<file path="src/rtl/mgmt_phy_tx_scheduler_pkg.sv">
// Purpose : shared types and constants for the LTPI PHY management TX scheduler.
// Contents: rstate_t (PHY controller states), tx_frm_type_t (TX frame kinds),
//           frame length, timeout length and frame-count targets.
package mgmt_phy_tx_scheduler_pkg;

  localparam int unsigned STATE_W     = 4;
  localparam int unsigned FRM_TYPE_W  = 3;
  localparam int unsigned OFFSET_W    = 4;
  localparam int unsigned DETECT_CNT_W = 8;
  localparam int unsigned SPEED_CNT_W  = 3;
  localparam int unsigned TMO_CNT_W    = 16;

  typedef enum logic [STATE_W-1:0] {
    ST_INIT                       = 4'd0,
    ST_COMMA_HUNTING              = 4'd1,
    ST_WAIT_LINK_DETECT_LOCKED    = 4'd2,
    ST_WAIT_LINK_SPEED_LOCKED     = 4'd3,
    ST_LINK_SPEED_CHANGE          = 4'd4,
    ST_WAIT_LINK_ADVERTISE_LOCKED = 4'd5,
    ST_WAIT_IN_ADVERTISE          = 4'd6,
    ST_CONFIGURATION_OR_ACCEPT    = 4'd7,
    ST_OPERATIONAL                = 4'd8,
    ST_OPERATIONAL_RESET          = 4'd9,
    ST_LINK_LOST_ERR              = 4'd10
  } rstate_t;

  typedef enum logic [FRM_TYPE_W-1:0] {
    FRM_DETECT      = 3'd0,
    FRM_SPEED       = 3'd1,
    FRM_ADVERTISE   = 3'd2,
    FRM_CONFIGURE   = 3'd3,
    FRM_OPERATIONAL = 3'd4,
    FRM_IDLE        = 3'd5
  } tx_frm_type_t;

  // Offset of the last byte of a TX frame
  localparam logic [OFFSET_W-1:0]     frame_length     = 4'd15;
  // 1 ms at 60 MHz
  localparam logic [TMO_CNT_W-1:0]    TIMER_1MS_60MHZ  = 16'd60000;
  localparam logic [DETECT_CNT_W-1:0] DETECT_TX_TARGET = 8'd255;
  localparam logic [SPEED_CNT_W-1:0]  SPEED_TX_TARGET  = 3'd7;

endpackage

</file>
<file path="src/rtl/mgmt_phy_tx_scheduler_if.sv">
// Purpose : link-state / framer-side bundle of the TX scheduler.
// slave  : scheduler side (consumes state, offset, lock; produces frame
//          type, sw-reset bit, boundary, counters and flags).
// master : controller/framer side, the mirror image.
interface mgmt_phy_tx_scheduler_if;
  import mgmt_phy_tx_scheduler_pkg::*;

  rstate_t                 LTPI_link_ST;
  logic [OFFSET_W-1:0]     tx_frm_offset;
  logic                    link_detect_locked;
  tx_frm_type_t            tx_frame_type;
  logic                    tx_frame_sw_reset;
  logic                    frame_boundary;
  logic [DETECT_CNT_W-1:0] detect_frm_cnt;
  logic [SPEED_CNT_W-1:0]  speed_frm_cnt;
  logic                    transmited_255_detect_frm;
  logic                    transmited_7_speed_frm;
  logic                    link_speed_timeout_detect;

  modport slave (
    input  LTPI_link_ST, tx_frm_offset, link_detect_locked,
    output tx_frame_type, tx_frame_sw_reset, frame_boundary,
           detect_frm_cnt, speed_frm_cnt,
           transmited_255_detect_frm, transmited_7_speed_frm,
           link_speed_timeout_detect
  );

  modport master (
    output LTPI_link_ST, tx_frm_offset, link_detect_locked,
    input  tx_frame_type, tx_frame_sw_reset, frame_boundary,
           detect_frm_cnt, speed_frm_cnt,
           transmited_255_detect_frm, transmited_7_speed_frm,
           link_speed_timeout_detect
  );
endinterface

</file>
<file path="src/rtl/mgmt_phy_frm_counter.sv">
// Purpose : saturating frame counter with synchronous clear and a registered
//           target-reached flag.
// Ports   : clk, rst_n (async active-low), i_clr (clear, wins over
//           increment), i_inc (count one frame), o_cnt (count), o_done
//           (count == TARGET, one cycle behind the count).
module mgmt_phy_frm_counter #(
  parameter int unsigned   W      = 8,
  parameter logic [W-1:0]  TARGET = '1
) (
  input  logic         clk,
  input  logic         rst_n,
  input  logic         i_clr,
  input  logic         i_inc,
  output logic [W-1:0] o_cnt,
  output logic         o_done
);

  logic [W-1:0] r_cnt;
  logic         r_done;

  // Count frames, stop at TARGET, clear has priority
  always_ff @(posedge clk or negedge rst_n) begin
    if (!rst_n) begin
      r_cnt  <= '0;
      r_done <= 1'b0;
    end else begin
      r_done <= (r_cnt == TARGET);
      if (i_clr)
        r_cnt <= '0;
      else if (i_inc && (r_cnt != TARGET))
        r_cnt <= r_cnt + W'(1);
    end
  end

  assign o_cnt  = r_cnt;
  assign o_done = r_done;

endmodule

</file>
<file path="src/rtl/mgmt_phy_tx_scheduler.sv">
// Purpose : controller-side LTPI TX frame scheduler. Picks the next frame
//           type from the link state, switching only on frame boundaries,
//           counts detect/speed frames and times out the speed phase.
// Ports   : clk, reset_n (async active-low), bus (slave modport of
//           mgmt_phy_tx_scheduler_if carrying state, offset, lock and all
//           scheduler outputs).
module mgmt_phy_tx_scheduler
  import mgmt_phy_tx_scheduler_pkg::*;
#(
  parameter logic [OFFSET_W-1:0]     FRAME_LENGTH     = frame_length,
  parameter logic [DETECT_CNT_W-1:0] DETECT_TX_TARGET = mgmt_phy_tx_scheduler_pkg::DETECT_TX_TARGET,
  parameter logic [SPEED_CNT_W-1:0]  SPEED_TX_TARGET  = mgmt_phy_tx_scheduler_pkg::SPEED_TX_TARGET,
  parameter logic [TMO_CNT_W-1:0]    SPEED_TIMEOUT    = TIMER_1MS_60MHZ
) (
  input  logic                     clk,
  input  logic                     reset_n,
  mgmt_phy_tx_scheduler_if.slave   bus
);

  tx_frm_type_t         r_type;
  tx_frm_type_t         w_next_type;
  logic                 w_load_type;
  logic                 r_sw_reset;
  logic                 w_boundary;
  logic                 w_in_speed;
  logic                 w_det_inc;
  logic                 w_det_clr;
  logic                 w_spd_inc;
  logic                 w_spd_clr;
  logic [TMO_CNT_W-1:0] r_tmo_cnt;
  logic [TMO_CNT_W-1:0] w_tmo_nxt;
  logic                 r_tmo_flag;

  assign w_boundary = (bus.tx_frm_offset == FRAME_LENGTH);
  assign w_in_speed = (bus.LTPI_link_ST == ST_WAIT_LINK_SPEED_LOCKED);

  // State to frame-type map; INIT and SPEED_CHANGE bypass the boundary wait
  // because the PLL is being reprogrammed and the current frame is moot.
  always_comb begin
    w_next_type = FRM_DETECT;
    w_load_type = w_boundary;
    case (bus.LTPI_link_ST)
      ST_INIT: begin
        w_next_type = FRM_DETECT;
        w_load_type = 1'b1;
      end
      ST_COMMA_HUNTING,
      ST_WAIT_LINK_DETECT_LOCKED,
      ST_LINK_LOST_ERR:              w_next_type = FRM_DETECT;
      ST_WAIT_LINK_SPEED_LOCKED:     w_next_type = FRM_SPEED;
      ST_LINK_SPEED_CHANGE: begin
        w_next_type = FRM_IDLE;
        w_load_type = 1'b1;
      end
      ST_WAIT_LINK_ADVERTISE_LOCKED,
      ST_WAIT_IN_ADVERTISE:          w_next_type = FRM_ADVERTISE;
      ST_CONFIGURATION_OR_ACCEPT:    w_next_type = FRM_CONFIGURE;
      ST_OPERATIONAL,
      ST_OPERATIONAL_RESET:          w_next_type = FRM_OPERATIONAL;
      default:                       w_next_type = FRM_DETECT;
    endcase
  end

  // Frame type and sw-reset bit, held for whole frames
  always_ff @(posedge clk or negedge reset_n) begin
    if (!reset_n) begin
      r_type     <= FRM_DETECT;
      r_sw_reset <= 1'b0;
    end else begin
      if (w_load_type)
        r_type <= w_next_type;
      if (w_boundary)
        r_sw_reset <= (bus.LTPI_link_ST == ST_OPERATIONAL_RESET);
    end
  end

  // Detect frames count only while remote detect is locked
  assign w_det_inc = w_boundary && (r_type == FRM_DETECT) && bus.link_detect_locked;
  assign w_det_clr = !bus.link_detect_locked || (bus.LTPI_link_ST == ST_INIT);

  // Speed count survives into SPEED_CHANGE so the controller can still see it
  assign w_spd_inc = w_boundary && (r_type == FRM_SPEED);
  assign w_spd_clr = !w_in_speed && (bus.LTPI_link_ST != ST_LINK_SPEED_CHANGE);

  mgmt_phy_frm_counter #(
    .W      (DETECT_CNT_W),
    .TARGET (DETECT_TX_TARGET)
  ) u_detect_cnt (
    .clk    (clk),
    .rst_n  (reset_n),
    .i_clr  (w_det_clr),
    .i_inc  (w_det_inc),
    .o_cnt  (bus.detect_frm_cnt),
    .o_done (bus.transmited_255_detect_frm)
  );

  mgmt_phy_frm_counter #(
    .W      (SPEED_CNT_W),
    .TARGET (SPEED_TX_TARGET)
  ) u_speed_cnt (
    .clk    (clk),
    .rst_n  (reset_n),
    .i_clr  (w_spd_clr),
    .i_inc  (w_spd_inc),
    .o_cnt  (bus.speed_frm_cnt),
    .o_done (bus.transmited_7_speed_frm)
  );

  // Speed-phase timer; flag rises together with count == SPEED_TIMEOUT-1,
  // count parks there so the flag stays sticky until the state is left.
  assign w_tmo_nxt = r_tmo_cnt + TMO_CNT_W'(1);

  always_ff @(posedge clk or negedge reset_n) begin
    if (!reset_n) begin
      r_tmo_cnt  <= '0;
      r_tmo_flag <= 1'b0;
    end else if (!w_in_speed) begin
      r_tmo_cnt  <= '0;
      r_tmo_flag <= 1'b0;
    end else if (r_tmo_cnt != (SPEED_TIMEOUT - TMO_CNT_W'(1))) begin
      r_tmo_cnt  <= w_tmo_nxt;
      r_tmo_flag <= r_tmo_flag || (w_tmo_nxt == (SPEED_TIMEOUT - TMO_CNT_W'(1)));
    end
  end

  assign bus.tx_frame_type             = r_type;
  assign bus.tx_frame_sw_reset         = r_sw_reset;
  assign bus.frame_boundary            = w_boundary;
  assign bus.link_speed_timeout_detect = r_tmo_flag;

endmodule

</file>
<file path="src/flat_wrapper.sv">
// flat-port wrapper written by rule: the top's interface ports become plain ports
module mgmt_phy_tx_scheduler_flat import mgmt_phy_tx_scheduler_pkg::*;
#(
  parameter logic [OFFSET_W-1:0]     FRAME_LENGTH     = frame_length,
  parameter logic [DETECT_CNT_W-1:0] DETECT_TX_TARGET = mgmt_phy_tx_scheduler_pkg::DETECT_TX_TARGET,
  parameter logic [SPEED_CNT_W-1:0]  SPEED_TX_TARGET  = mgmt_phy_tx_scheduler_pkg::SPEED_TX_TARGET,
  parameter logic [TMO_CNT_W-1:0]    SPEED_TIMEOUT    = TIMER_1MS_60MHZ
)
  (clk, reset_n, bus_LTPI_link_ST, bus_tx_frm_offset, bus_link_detect_locked, bus_tx_frame_type, bus_tx_frame_sw_reset, bus_frame_boundary, bus_detect_frm_cnt, bus_speed_frm_cnt, bus_transmited_255_detect_frm, bus_transmited_7_speed_frm, bus_link_speed_timeout_detect);
  mgmt_phy_tx_scheduler_if bus_i ();
  input  logic clk;
  input  logic reset_n;
  input wire logic [$bits(bus_i.LTPI_link_ST)-1:0] bus_LTPI_link_ST;
  input wire logic [$bits(bus_i.tx_frm_offset)-1:0] bus_tx_frm_offset;
  input wire logic [$bits(bus_i.link_detect_locked)-1:0] bus_link_detect_locked;
  output wire logic [$bits(bus_i.tx_frame_type)-1:0] bus_tx_frame_type;
  output wire logic [$bits(bus_i.tx_frame_sw_reset)-1:0] bus_tx_frame_sw_reset;
  output wire logic [$bits(bus_i.frame_boundary)-1:0] bus_frame_boundary;
  output wire logic [$bits(bus_i.detect_frm_cnt)-1:0] bus_detect_frm_cnt;
  output wire logic [$bits(bus_i.speed_frm_cnt)-1:0] bus_speed_frm_cnt;
  output wire logic [$bits(bus_i.transmited_255_detect_frm)-1:0] bus_transmited_255_detect_frm;
  output wire logic [$bits(bus_i.transmited_7_speed_frm)-1:0] bus_transmited_7_speed_frm;
  output wire logic [$bits(bus_i.link_speed_timeout_detect)-1:0] bus_link_speed_timeout_detect;
  assign bus_i.LTPI_link_ST = bus_LTPI_link_ST;
  assign bus_i.tx_frm_offset = bus_tx_frm_offset;
  assign bus_i.link_detect_locked = bus_link_detect_locked;
  assign bus_tx_frame_type = bus_i.tx_frame_type;
  assign bus_tx_frame_sw_reset = bus_i.tx_frame_sw_reset;
  assign bus_frame_boundary = bus_i.frame_boundary;
  assign bus_detect_frm_cnt = bus_i.detect_frm_cnt;
  assign bus_speed_frm_cnt = bus_i.speed_frm_cnt;
  assign bus_transmited_255_detect_frm = bus_i.transmited_255_detect_frm;
  assign bus_transmited_7_speed_frm = bus_i.transmited_7_speed_frm;
  assign bus_link_speed_timeout_detect = bus_i.link_speed_timeout_detect;
  mgmt_phy_tx_scheduler #(.FRAME_LENGTH(FRAME_LENGTH), .DETECT_TX_TARGET(DETECT_TX_TARGET), .SPEED_TX_TARGET(SPEED_TX_TARGET), .SPEED_TIMEOUT(SPEED_TIMEOUT)) u_core (.clk(clk), .reset_n(reset_n), .bus(bus_i));
endmodule
</file>
<file path="config.mk">
export PLATFORM = sky130hd
export DESIGN_NAME = mgmt_phy_tx_scheduler_flat
export DESIGN_NICKNAME = d
export VERILOG_FILES = /design/src/rtl/mgmt_phy_tx_scheduler_pkg.sv /design/src/rtl/mgmt_phy_tx_scheduler_if.sv /design/src/rtl/mgmt_phy_frm_counter.sv /design/src/rtl/mgmt_phy_tx_scheduler.sv /design/src/flat_wrapper.sv
export SDC_FILE = /design/constraint.sdc
export NUM_CORES = 1
export LEC_CHECK = 0
export ABC_AREA = 1
export ABC_CLOCK_PERIOD_IN_PS = 1900
export CORE_AREA = 2 2 89 91
export DETAILED_ROUTE_END_ITERATION = 12
export DIE_AREA = 0 0 91 93
export SLEW_MARGIN = 20
export SYNTH_ARGS = -nofsm -noshare
export SYNTH_HDL_FRONTEND = slang
export SYNTH_SLANG_ARGS = --single-unit
export TNS_END_PERCENT = 100
</file>
<file path="constraint.sdc">
create_clock -name clk -period 1.9 [get_ports clk]
set_input_delay 0.19 -clock clk [delete_from_list [all_inputs] [get_ports clk]]
set_output_delay 0.19 -clock clk [all_outputs]
set_load 0.05 [all_outputs]
</file>
==> impl_metrics.prom <==
# TYPE chip_impl_metric gauge
chip_impl_metric{name="postSynthAreaPerCell",unit="um^2"} 7.72
chip_impl_metric{name="numClockSinks",unit=""} 34
chip_impl_metric{name="cts_htree_levels",unit=""} 2
chip_impl_info{name="worst_path_max_delay_cell",value="clkdlybuf4s50_1"} 1
chip_impl_metric{name="post_drt_wl_per_cell",unit="um"} 11.6
chip_impl_metric{name="routed_wirelength",unit="mm"} 4.71
chip_impl_metric{name="placeableCoreArea",unit="um^2"} 7530
chip_impl_metric{name="insertion_delay_to_the_later_sink_of_the_worst_skew_pair",unit="ps"} 290
chip_impl_metric{name="io_pins",unit=""} 30
chip_impl_metric{name="maxSlewViolCount",unit=""} 0
chip_impl_metric{name="largest_net_degree_at_the_start_of_global_routing",unit=""} 35
chip_impl_info{name="crit_type",value="reg -> out"} 1
chip_impl_info{name="final_common_cell",value="nand2_1"} 1
chip_impl_info{name="rr_startpoint",value="u_core.r_tmo_cnt[1]"} 1
chip_impl_metric{name="post-route-drc-count",unit=""} 0
chip_impl_metric{name="timing.fmax",unit="MHz"} 566
chip_impl_metric{name="floorplan.initialDensity",unit=""} 0.270
chip_impl_metric{name="fin_tns_setup",unit="ps"} 0
chip_impl_info{name="critical_path.startpoint_type",value="flop"} 1
chip_impl_metric{name="numCtsBuffers",unit=""} 5
chip_impl_metric{name="share_of_flip_flops_with_an_asynchronous_set_or_reset",unit=""} 1.00
chip_impl_metric{name="routed-via-count",unit=""} 1803
chip_impl_metric{name="p_leak",unit="uW"} 0.00108
chip_impl_metric{name="clk_path_buf_depth",unit=""} 2
chip_impl_info{name="worst_setup_path_end_kind",value="output pin"} 1
chip_impl_metric{name="grt.overflow.total",unit=""} 0
chip_impl_metric{name="detailedPlace.worstSlack",unit="ps"} 118
chip_impl_metric{name="syn_inst",unit=""} 263
chip_impl_metric{name="synthDistinctLibCells",unit=""} 31
chip_impl_metric{name="die-height",unit="um"} 93
chip_impl_metric{name="finalHoldViolCount",unit=""} 0
chip_impl_metric{name="timing.clock.skew",unit="ps"} 6.29
chip_impl_metric{name="slew_headroom",unit=""} 0.652
chip_impl_metric{name="area_growth",unit="%"} 27.3
chip_impl_metric{name="first_global_vias",unit=""} 1783
chip_impl_metric{name="post_synth_instance_area",unit="um^2"} 2030
chip_impl_metric{name="drtAntennaViolNets",unit=""} 0
chip_impl_metric{name="setup_slack",unit="ps"} 132
chip_impl_metric{name="drt_iter0_markers",unit=""} 56
chip_impl_metric{name="num_antenna_cells",unit=""} 0
chip_impl_metric{name="number_of_flops_mapped_to_enable_cells_by_yosys",unit=""} 0
chip_impl_metric{name="worst_hold_slack",unit="ps"} 317
chip_impl_info{name="cp_cell_sequence",value="clkdlybuf4s50_1"} 1
chip_impl_metric{name="vdd_ir_drop_max",unit="V"} 0.000307
chip_impl_metric{name="critical_path_arrival",unit="ps"} 1580
chip_impl_info{name="most-common-layout-cells",value="nand2_1 (58), inv_1 (34), dfrtp_1 (33)"} 1
chip_impl_metric{name="track_usage",unit=""} 0.122
chip_impl_metric{name="timing.final.crit_share",unit=""} 0.930
chip_impl_metric{name="cpPeakStageDelay",unit="ps"} 840
chip_impl_metric{name="timing.critical_path.required",unit="ps"} 1710
chip_impl_metric{name="worst_path_bufs_invs",unit=""} 1
chip_impl_metric{name="grt_first_pass_wirelength",unit="mm"} 8.30
chip_impl_metric{name="clkTransAtPathRegs",unit="ps"} 70
chip_impl_metric{name="report.final.setup_viol",unit=""} 0
chip_impl_metric{name="first_pass_iters",unit=""} 4
chip_impl_metric{name="design_power_total",unit="uW"} 1550
chip_impl_metric{name="rows",unit=""} 32
chip_impl_info{name="run_status",value="finished clean"} 1
chip_impl_metric{name="die_area",unit="um^2"} 8460
chip_impl_metric{name="ys_seq_area_frac",unit=""} 0.419
chip_impl_metric{name="cp_num_cells",unit=""} 1
chip_impl_metric{name="grt_antenna_before_repair",unit=""} 0
chip_impl_metric{name="worst-slew-pin-transition",unit="ps"} 521
chip_impl_info{name="cts-root-buf",value="clkbuf_8"} 1
chip_impl_info{name="worst_hold_path_type",value="in -> async"} 1
chip_impl_metric{name="final_design_area_no_fill",unit="um^2"} 2580
chip_impl_metric{name="placedInstanceArea",unit="um^2"} 2480
chip_impl_metric{name="ys_warn_count",unit=""} 0
chip_impl_info{name="cp_top_family",value="buffers and inverters"} 1
chip_impl_metric{name="drv.max_cap_violation_count",unit=""} 0
chip_impl_metric{name="post_drt_via_cell_ratio",unit=""} 4.45
chip_impl_metric{name="synth_seq_cells",unit=""} 34
chip_impl_metric{name="worstRegToRegCells",unit=""} 11
chip_impl_metric{name="layout-drive-gt1-share",unit=""} 0.149
chip_impl_metric{name="path_max_fanout",unit=""} 6
chip_impl_metric{name="synth.net_count",unit=""} 279
chip_impl_info{name="synth_top_flop_cell",value="dfrtp_1"} 1
chip_impl_metric{name="regToRegSetupSlack",unit="ps"} 190
chip_impl_info{name="tritoncts",value="done"} 1
chip_impl_metric{name="dp_hpwl",unit="mm"} 3.56
chip_impl_metric{name="finish.net_count",unit=""} 318
chip_impl_info{name="rsz0062_at_grt",value="false"} 1
chip_impl_metric{name="timing.final.crit_period",unit="ps"} 1770
chip_impl_metric{name="port_buffers",unit=""} 29
chip_impl_metric{name="gp_routability_congestion",unit=""} 0.842
chip_impl_metric{name="die_x",unit="um"} 91
chip_impl_metric{name="num-fill-cells",unit=""} 827
chip_impl_metric{name="power_density",unit="nW/um^2"} 599
chip_impl_info{name="regToRegEndpoint",value="u_core.bus.link_speed_timeout_detect"} 1
==> cells in the mapped netlist, drive strengths merged (3+ instances only) <==
cell,n,area share
xor2,5,0.022
inv,37,0.068
o21bai,3,0.011
dfrtp,34,0.42
nand3,19,0.054
nand2,66,0.13
nand4,9,0.028
a21oi,11,0.029
ha,5,0.031
o21ai,17,0.042
nor2,39,0.092
nor3,5,0.015
o31ai,4,0.022
==> power by group <==
part           switching [uW]  internal (uW)
clock                     280            291
combinational             139           75.1
sequential               19.8            742
total                     439           1110
==> routing by layer <==
metal | global-route usage | up-vias | part of all wire
met5 | 0 | - | 0
met4 | 0.0543 | 0 | 0.023
met3 | 0.0290 | 10 | 0.041
met2 | 0.203 | 35 | 0.48
met1 | 0.150 | 827 | 0.45
li1 | - | 931 | -
==> registers in the layout, indices dropped and copies added, names as in the netlist <==
signal	flops
u_core.u_detect_cnt.o_done	1
u_core.r_tmo_cnt	16
u_core.bus.tx_frame_sw_reset	1
u_core.u_speed_cnt.o_done	1
u_core.u_speed_cnt.o_cnt	3
u_core.bus.tx_frame_type	3
u_core.u_detect_cnt.o_cnt	8
u_core.bus.link_speed_timeout_detect	1
==> repair_timing <==
item | CTS | global route
hold buffers | 0 | 0
endpoints found under the setup margin | 0 | 1
gates resized for setup | 0 | 3
setup buffers | 0 | 0
==> how the worst max path moves through the flow <==
| stage | endpoint | start |
|---|---|---|
| CTS | bus_detect_frm_cnt[2] | u_core.u_detect_cnt.o_cnt[2] |
| detailed placement | u_core.u_detect_cnt.o_cnt[0] | bus_tx_frm_offset[3] |
| global route | u_core.bus.link_speed_timeout_detect | u_core.r_tmo_cnt[1] |
| finish | bus_detect_frm_cnt[2] | u_core.u_detect_cnt.o_cnt[2] |
| floorplan | u_core.u_detect_cnt.o_cnt[0] | u_core.u_detect_cnt.o_cnt[1] |
| global placement | u_core.u_detect_cnt.o_cnt[6] | bus_tx_frm_offset[2] |
==> stage by stage <==
stage | std cells | util
floorplan | 263 | -
global placement | 397 | 0.330
detailed placement | 397 | 0.330
CTS | 405 | 0.343
global route | 405 | 0.343
finish | 405 | 0.343
==> final cells by class <==
cell class,instances,area (um^2),share of cell area
multi-input combinational,189,1030,0.398
sequential,34,852,0.330
timing repair buffer,34,338,0.131
inverter,38,143,0.0552
tap,102,128,0.0494
clock buffer,6,82.6,0.0320
clock inverter,2,12.5,0.00484
==> cells by family after synthesis <==
kind of cell,after synthesis,share of synthesized area
multiplexers,1,0.00555
buffers and inverters,40,0.0758
flip-flops,34,0.419
AND/OR/NAND/NOR,141,0.336
AO/OA/AOI/OAI,36,0.107
adder cells (fa/ha/maj),5,0.0308
XOR/XNOR,6,0.0259
Note: power is estimated with default switching activity, not from simulation.
